[src/rtl/bus_arbiter_pkg.sv]
// bus_arbiter_pkg: shared state encoding, defaults and sizing helper for the bus arbiter.
package bus_arbiter_pkg;
  typedef enum logic [1:0] {IDLE, DRIVE, LOAD, TURN} state_e;
  localparam int BUS_W = 4;
  localparam int NREQ_DEF = 4;
  localparam int SETTLE_DEF = 1;
  function automatic int clog2(input int n);
    int r;
    for (r = 0; (1 << r) < n; r++) begin
    end
    return r;
  endfunction
endpackage

[src/rtl/bus_arbiter_rr_pick.sv]
// rr_pick: combinational round-robin selector, searching upward from ptr+1 modulo N.
module rr_pick #(
  parameter int N = 4,
  parameter int IW = 2
) (
  input  logic [N-1:0]  req,
  input  logic [IW-1:0] ptr,
  output logic [IW-1:0] winner,
  output logic          valid
);
  assign valid = |req;
  // Scanning from the farthest candidate down lets the nearest set bit win last.
  always_comb begin
    winner = '0;
    for (int k = N; k >= 1; k--)
      if (req[(int'(ptr) + k) % N]) winner = IW'((int'(ptr) + k) % N);
  end
endmodule

[src/rtl/bus_arbiter.sv]
// bus_arbiter: round-robin owner of a shared tristate bus with settle delay and turnaround gap.
module bus_arbiter
  import bus_arbiter_pkg::*;
#(
  parameter int NREQ = NREQ_DEF,
  parameter int SETTLE = SETTLE_DEF,
  localparam int IW = clog2(NREQ)
) (
  input  logic            Clock,
  input  logic            ResetN,
  input  logic [NREQ-1:0] Req,
  output logic [NREQ-1:0] Enable,
  output logic            LoadOut,
  output logic [NREQ-1:0] Ack,
  output logic [IW-1:0]   GrantId,
  output logic            Busy
);
  state_e state_q, state_d;
  logic [2:0] cnt_q, cnt_d;
  logic [IW-1:0] ptr_q, ptr_d, gid_q, gid_d, pick_w;
  logic [NREQ-1:0] en_q, en_d, ack_q, ack_d;
  logic load_q, load_d, busy_q, busy_d, pick_v;
  rr_pick #(.N(NREQ), .IW(IW)) u_pick (
    .req(Req),
    .ptr(ptr_q),
    .winner(pick_w),
    .valid(pick_v)
  );
  // Leaving TURN arbitrates directly, so back-to-back transfers take SETTLE+2 cycles.
  always_comb begin
    state_d = state_q;
    cnt_d = cnt_q;
    ptr_d = ptr_q;
    gid_d = gid_q;
    unique case (state_q)
      IDLE, TURN: begin
        state_d = pick_v ? DRIVE : IDLE;
        gid_d = pick_v ? pick_w : gid_q;
        cnt_d = pick_v ? 3'(SETTLE) : cnt_q;
      end
      DRIVE: begin
        state_d = !Req[gid_q] ? TURN : (cnt_q == 3'd1) ? LOAD : DRIVE;
        cnt_d = cnt_q - 3'd1;
      end
      LOAD: begin
        state_d = TURN;
        ptr_d = gid_q;
      end
    endcase
    en_d = (state_d == DRIVE || state_d == LOAD) ? NREQ'(1) << gid_d : '0;
    load_d = state_d == LOAD;
    ack_d = load_d ? en_d : '0;
    busy_d = state_d != IDLE;
  end
  always_ff @(posedge Clock or negedge ResetN) begin
    if (!ResetN) begin
      state_q <= IDLE;
      cnt_q <= '0;
      ptr_q <= IW'(NREQ - 1);
      gid_q <= '0;
      en_q <= '0;
      ack_q <= '0;
      load_q <= 1'b0;
      busy_q <= 1'b0;
    end else begin
      state_q <= state_d;
      cnt_q <= cnt_d;
      ptr_q <= ptr_d;
      gid_q <= gid_d;
      en_q <= en_d;
      ack_q <= ack_d;
      load_q <= load_d;
      busy_q <= busy_d;
    end
  end
  assign Enable = en_q;
  assign LoadOut = load_q;
  assign Ack = ack_q;
  assign GrantId = gid_q;
  assign Busy = busy_q;
endmodule

[config.mk]
export PLATFORM = sky130hd
export DESIGN_NAME = bus_arbiter
export DESIGN_NICKNAME = d
export VERILOG_FILES = /design/src/rtl/bus_arbiter_pkg.sv /design/src/rtl/bus_arbiter_rr_pick.sv /design/src/rtl/bus_arbiter.sv
export SDC_FILE = /design/constraint.sdc
export NUM_CORES = 1
export LEC_CHECK = 0
export CORE_AREA = 2 2 61 49
export DETAILED_ROUTE_END_ITERATION = 7
export DIE_AREA = 0 0 63 51
export GPL_TIMING_DRIVEN = 0
export PLACE_DENSITY = 0.72
export SLEW_MARGIN = 20
export SYNTH_ARGS = -nofsm -noshare
export SYNTH_HDL_FRONTEND = slang
export SYNTH_SLANG_ARGS = --single-unit
[constraint.sdc]
create_clock -name Clock -period 3.4 [get_ports Clock]
set_clock_uncertainty 0.15 [all_clocks]
set_input_delay 1.02 -clock Clock [delete_from_list [all_inputs] [get_ports Clock]]
set_output_delay 1.02 -clock Clock [all_outputs]
set_load 0.05 [all_outputs]
==> results.md, run 1 <==
* GR Util All Layers at 0.150
* Max Fanout on Critical Path at 7
* Post-route minimum period at between 3 and 4 ns
* Post-synthesis compound-gate area fraction at 0.213
* Clock Tree Buf Depth at 2
* DR pass1 iterations at 4
* Worst-Skew Late Latency at 0.30 ns
* Hold buffers post-CTS at 0
* Via count at 890
* CTS tree: built
* Fin. max-slew vios at 0
* FF-to-FF End: Ack[1]
* Pin count of the biggest net entering global routing at 20
* Simple-Gate Fraction of Synth Area at 0.154
* Seq/Total Area, Yosys at 0.429
* Clk root buf: clkbuf_4
* Adder-cell area share of the yosys netlist at 0.0673
* Period utilisation layout at 0.905
* H-tree depth at 1
* # IOs at 18
* Die area at 3210 µm²
* Number of synthesized flops with an enable pin at 0
* Final Hold Violating Endpoints at 0
* Rows at 17
* Leak at between 0.0006 and 0.0007 µW
* Syn_area_per_cell at 9.78 µm²
* Die X at 63 µm
* Post-synthesis register bit count at 19
* Critical-path cell list: clkdlybuf4s50_1 -> mux4_2 -> a21oi_1 -> nor2_1 -> o21a_1 -> ha_1 -> nand2_1 -> nor2_1
* Clock transition at path regs at 0.11 ns
* Vias in the first global route at 794
* Mapped Cells at 114
* Diodes inserted at 0
* CP Capture Type: flop
* Power per cell area at about 1000 nW/µm²
* Critical path class: input port to flop
* Outcome: finished, final reports clean
* Post-CTS sizing at 0
* DR iter-0 viols at 29
* DRC Markers at 0
* Vias/cell at around 5.2
* Slew margin rel. at 0.443
* RSZ-0062 raised after global routing: false
* CORE AREA at between 2000 and 3000 µm²
* Area Growth Syn to Fin at 20.2%
* Reg2reg setup slack at 1.08 ns
* Delay-heaviest family, CP: buffers and inverters
* Worst-Margin Slew at 0.833 ns
* Layout cells sized above 1 at 0.120
* Placer Congestion at 0.811
* Post-synthesis async set-or-reset flop share at 1.00
* Clock sinks at 19
* Area post-placement at between 1000 and 1500 µm²
* DP HPWL at 1.70 mm
* Final wirelength at 2.23 mm
* Synth warn at 0
* Hold path start: cnt_q[1]
* Initial Util at 0.413
* Routed Antenna Nets at 0
* Hold EP: cnt_q[1]
* R2r startpoint: GrantId[0]
* Setup Total Neg Slack at 0 ns
* Crit path top cell by count: nor2_1
* Syn nets at 126
* Drt wl/cell at 13.0 µm
* Worst Path Arrival at 3.11 ns
* Largest family of logic cells by synthesized area: compound AO/OA/AOI/OAI gates
* Worst path bufs/invs at 1
* Critical path's largest stage delay at between 0.5 and 0.6 ns
* Netlist cell types at 36
* Nets at 146
* VDD IR max at 0.499 mV
* Required @ worst endpoint at around 3.4 ns
* Synth Area in XOR/XNOR at 0
* Die H at 51 µm
* Predominant post-synthesis flop cell: dfrtp_1
* Cell area after synthesis at 1110 µm²
* Peak Freq at 325 MHz
* Slowest-stage cell, CP: clkdlybuf4s50_1
* Multiplexer share of the synthesized area at 0.0494
* Initial antenna violation count at 0
* Global-route wire length before repair at 3.79 mm
* WHS Path Cells at 2
* Crit path launch type: input port
* # setup viols final at 0
* IO buf count at 15
* FF-to-FF path depth at 7
* Worst hold path type: flop to flop
* Design Area, Final at 1340 µm²
* Max cap viols at 0
* Post-CTS Setup Inserts at 0
* Num CTS Buffers at 3
* Grt ovf at 0
[worst max-delay path by stage]
stage           start     end  slack, ns  cells past startpoint
2_1_floorplan  Req[2]  Ack[1]       0.68                      8
3_3_place_gp   Req[0]  Ack[1]       0.06                      8
3_5_place_dp   Req[0]  Ack[1]       0.03                      8
4_1_cts        Req[0]  Ack[1]       0.34                      8
5_1_grt        Req[0]  Ack[1]       0.23                      8
6_report       Req[0]  Ack[1]       0.32                      8
[stage by stage]
step                      utilization  power (µW)  std cells  hold WS (ns)  setup WS (ns)
after floorplan                     -        1040        114         0.325          0.676
after global placement          0.486        1230        167         0.344         0.0578
after detailed placement        0.486        1260        167         0.348         0.0289
after CTS                       0.496        1380        171         0.373          0.337
after global routing            0.496        1490        171         0.431          0.232
final                           0.496        1370        171         0.369          0.322
[sequential cells by signal (all words and copies together) (netlist names)]
signal	count
Enable	4
state_q	2
Busy	1
cnt_q	3
Ack	4
ptr_q	2
LoadOut	1
GrantId	2
[cell usage after synthesis (3+ instances only)]
cell      number  area [µm²]
o21ai_1        6        30.0
nand2_1       11        41.3
ha_1           6        75.1
o21ai_0        3        15.0
inv_1         12        45.0
nand2b_1       5        31.3
dfrtp_1       17         425
buf_2          3        15.0
nor2_1         6        22.5
nand3_1        3        15.0
buf_6          3        33.8
a21oi_1        3        15.0
nor2b_1        6        37.5
[worst register-to-register path, delay by kind of cell, from the launching register on]
family / cells / cell delay, ns
compound gates: 2 / 0.34
fa+ha+maj: 1 / 0.36
flops: 1 / 0.53
mux: 1 / 0.57
simple gates: 3 / 0.26
[layer usage]
metal | part of all wire | vias up | track usage
met5 | 0 | - | 0
met2 | 0.46 | 30 | 0.246
li1 | - | 439 | -
met4 | 0 | 0 | 0.0111
met1 | 0.48 | 421 | 0.203
met3 | 0.059 | 0 | 0.0463
[logic make-up after synthesis]
kind of cell	after synthesis
AOI/OAI and AO/OA	31
adders and majority gates	6
buffers and inverters	19
DFF	19
muxes	4
and+or+nand+nor	35
[cell type report]
| class | instances | area [µm²] |
|---|---|---|
| fillers | 274 | 1360 |
| well taps | 38 | 47.5 |
| plain buffers | 7 | 52.6 |
| flip-flops and latches | 19 | 478 |
| clock buffers | 3 | 22.5 |
| inverters | 12 | 45.0 |
| clock inverters | 1 | 5.00 |
| multi-input cells | 76 | 539 |
| repair buffers | 15 | 150 |
[layout by cell type, fill, tap and decap left out, types with 2 or more instances in the layout]
cell type        count
buf_6                3
clkbuf_4             3
clkdlybuf4s50_1     15
o21ai_1              6
nor4_1               2
a211o_1              2
o21a_1               2
o22ai_1              2
nor2_1               6
a21o_1               2
inv_1               12
mux2_2               2
o21ai_0              3
nand2_1             11
nand2b_1             5
buf_2                3
dfrtp_1             17
nand3_1              3
nor2b_1              6
a21oi_1              3
ha_1                 6
dfstp_2              2
[power breakdown]
group	leakage (µW)	internal [µW]	switching (µW)
combinational	0.000354	360	518
sequential	0.000239	317	58.9
clock	0.0000177	43.8	68.9
No activity file was read; power rests on OpenSTA's default activity.
==> run 2: changes to the inputs <==
Settings changed: CORE_AREA 2 2 61 49 to 2 2 53 55, DIE_AREA 0 0 63 51 to 0 0 55 57, PLACE_DENSITY 0.72 to 0.73.
==> run 2 against run 1 <==
  * Final cell count fell by 4.1%
  * Maximum frequency is 0.20% lower
  * First-iteration DRC count shrank 45%
  * Sequential share of layout area grew 0.17 points
  * Global-route usage is 2.0 points higher
  * Setup slack lost 0.0062 ns
  * Routed wire length increased by 5.6%
  * Flip-flop and latch count stayed put
==> results.md, run 2 (synthesis gave the netlist of run 1 again) <==
* Slowest-stage cell, CP: clkdlybuf4s50_1
* # fillers at 257 (-6.2%)
* RSZ-0062 raised after global routing: false
* Final wirelength at 2.35 mm (+5.6%)
* Required @ worst endpoint at 3.50 ns (+0.07 ns)
* Layout cells sized above 1 at 0.120 (unchanged)
* Global-route wire length before repair at 3.89 mm (+2.7%)
* Diodes inserted at 0 (unchanged)
* Critical-path cell list: clkdlybuf4s50_1 -> mux4_2 -> a21oi_1 -> nor2_1 -> o21a_1 -> ha_1 -> nand2_1 -> nor2_1
* Crit path top cell by count: nor2_1
* Worst-Skew Late Latency at 0.31 ns (about the same)
* Layout Cells excl Fill at 164 (-4.1%)
* Die area at 3140 µm² (-2.4%)
* Initial Util at 0.426 (+0.0136)
* Delay-heaviest family, CP: buffers and inverters
* Switching Share at 0.475 (+0.00311)
* Most common cell after layout, fill and taps aside: dfrtp_1
* # setup viols final at 0 (unchanged)
* CORE AREA at 2620 µm² (-3.2%)
* Post-CTS sizing at 0 (unchanged)
* Via count at 894 (+0.45%)
* Max Fanout on Critical Path at 7 (unchanged)
* Outcome: finished, final reports clean
* Clock power share at 0.088 (+0.006)
* Num CTS Buffers at 3 (unchanged)
* Critical path's largest stage delay at 0.59 ns (about the same)
* Worst Path Arrival at 3.18 ns (+0.07 ns)
* Worst path bufs/invs at 1 (unchanged)
* CTS tree: built
* Final Hold Violating Endpoints at 0 (unchanged)
* Clk root buf: clkbuf_4
* Area Growth Syn to Fin at 19.6%
* Vias/cell at 5.45 (+4.7%)
* Hold buffers post-CTS at 0 (unchanged)
* Commonest non-fill, non-tap cells in the layout: dfrtp_1 (17), clkdlybuf4s50_1 (15), inv_1 (12)
* Nets at 146 (unchanged)
* Sw Pwr at 655 µW (+1.4%)
* DRC Markers at 0 (unchanged)
* Power per cell area at 1030 nW/µm² (+1.2%)
* Critical path class: input port to flop
* Clock sinks at 19 (unchanged)
* Grt ovf at 0 (unchanged)
* DR pass1 iterations at 4 (unchanged)
* Peak Freq at 324 MHz (-0.20%)
* Comb power frac at 0.636 (-0.006)
* Seq. cell area at 478 µm² (unchanged)
* Slew margin rel. at 0.435 (-0.00866)
* Multi-input combinational cell area at 539 µm² (unchanged)
* DR iter-0 viols at 16 (-45%)
* Max cap viols at 0 (unchanged)
* Pin count of the biggest net entering global routing at 20 (unchanged)
* Setup Total Neg Slack at 0 ns (unchanged)
* Post-route minimum period at 3.08 ns (+0.00625 ns)
* Drt wl/cell at 14.3 µm (+10%)
* CP Capture Type: flop
* Crit path launch type: input port
* IO buf count at 15 (unchanged)
* Period utilisation layout at 0.907 (+0.00184)
* H-tree depth at 1 (unchanged)
* Leak at 0.000607 µW (-0.62%)
* Initial antenna violation count at 0 (unchanged)
* Die X at 55 µm (-13%)
* P_int at 722 µW (+0.18%)
* Worst-Margin Slew at 0.846 ns (+0.0129 ns)
* Rows at 19 (+2)
* Final WS setup at 0.316 ns (-0.00625 ns)
* Clock Tree Buf Depth at 2 (unchanged)
* Post-CTS Setup Inserts at 0 (unchanged)
* # IOs at 18 (unchanged)
* Worst hold path type: flop to flop
* Fin. max-slew vios at 0 (unchanged)
* Routed Antenna Nets at 0 (unchanged)
* Die H at 57 µm (+12%)
* Clock transition at path regs at 0.12 ns (about the same)
* DP HPWL at 1.74 mm (+2.5%)
* Reg power frac at 0.275 (about the same)
* VDD IR max at 0.790 mV (+58%)
* Vias in the first global route at 851 (+7.2%)
* Placer Congestion at 0.865 (+6.7%)
* DP Worst Slack at 0.000228 ns (-0.0287 ns)
* Inst Count DP at 160 (-4.2%)
* GR Util All Layers at 0.170 (+0.0205)
==> run 2: cell types whose count changed in the layout (fill, tap and decap cells not counted), sizes merged <==
cell      delta
clkinv       -1
clkinvlp     +1
==> run 2: cell type report <==
type | count | share of cell area
flip-flops and latches | 19 | 0.358
plain buffers | 7 | 0.0394
multi-input cells | 76 | 0.404
repair buffers | 15 | 0.113
clock inverters | 1 | 0.00563
well taps | 31 | 0.0291
inverters | 12 | 0.0338
clock buffers | 3 | 0.0169
==> run 2: per-layer routing <==
| metal | up-vias | share of wire | wire length, µm | track usage |
|---|---|---|---|---|
| li1 | 436 | - | - | - |
| met1 | 438 | 0.44 | 1040 | 0.232 |
| met2 | 17 | 0.53 | 1240 | 0.272 |
| met3 | 3 | 0.022 | 51 | 0.0314 |
| met4 | 0 | 0.0089 | 21 | 0.0523 |
| met5 | - | 0 | 0 | 0 |
==> run 2: power groups by stage <==
stage               clock network (µW)  registers [µW]  logic [µW]
floorplan                            0             507         531
global placement                     0             380         858
detailed placement                   0             386         879
CTS                                126             380         884
global route                       134             391         976
finish                             122             379         876
==> run 2: per-stage QoR <==
step	util	area, µm²	total power (µW)	hold slack [ns]
after floorplan	-	1110	1040	0.325
after global placement	0.499	1300	1240	0.349
after detailed placement	0.499	1300	1260	0.356
after CTS	0.510	1330	1390	0.381
after global routing	0.510	1330	1500	0.423
final	0.510	1330	1380	0.378
==> run 2: final timing paths <==
check | endpoint | slack (ns) | cells past startpoint | start
setup / recovery | Ack[3] | 0.32 | 8 | Req[0]
hold / removal | cnt_q[1] | 0.38 | 2 | cnt_q[1]
max in group asynchronous | cnt_q[2] | 1.55 | 1 | ResetN
min in group asynchronous | Busy | 1.03 | 1 | ResetN
hold reg to reg | cnt_q[1] | 0.38 | 2 | cnt_q[1]
setup reg to reg | Ack[3] | 1.06 | 7 | GrantId[0]
==> run 2: worst reg2reg max path, delay by kind of cell, from the launching register on <==
family,cells,cell delay [ns]
adder cells (fa/ha/maj),1,0.37
flip-flops,1,0.53
AO/OA/AOI/OAI,2,0.34
AND/OR/NAND/NOR,3,0.30
multiplexers,1,0.58
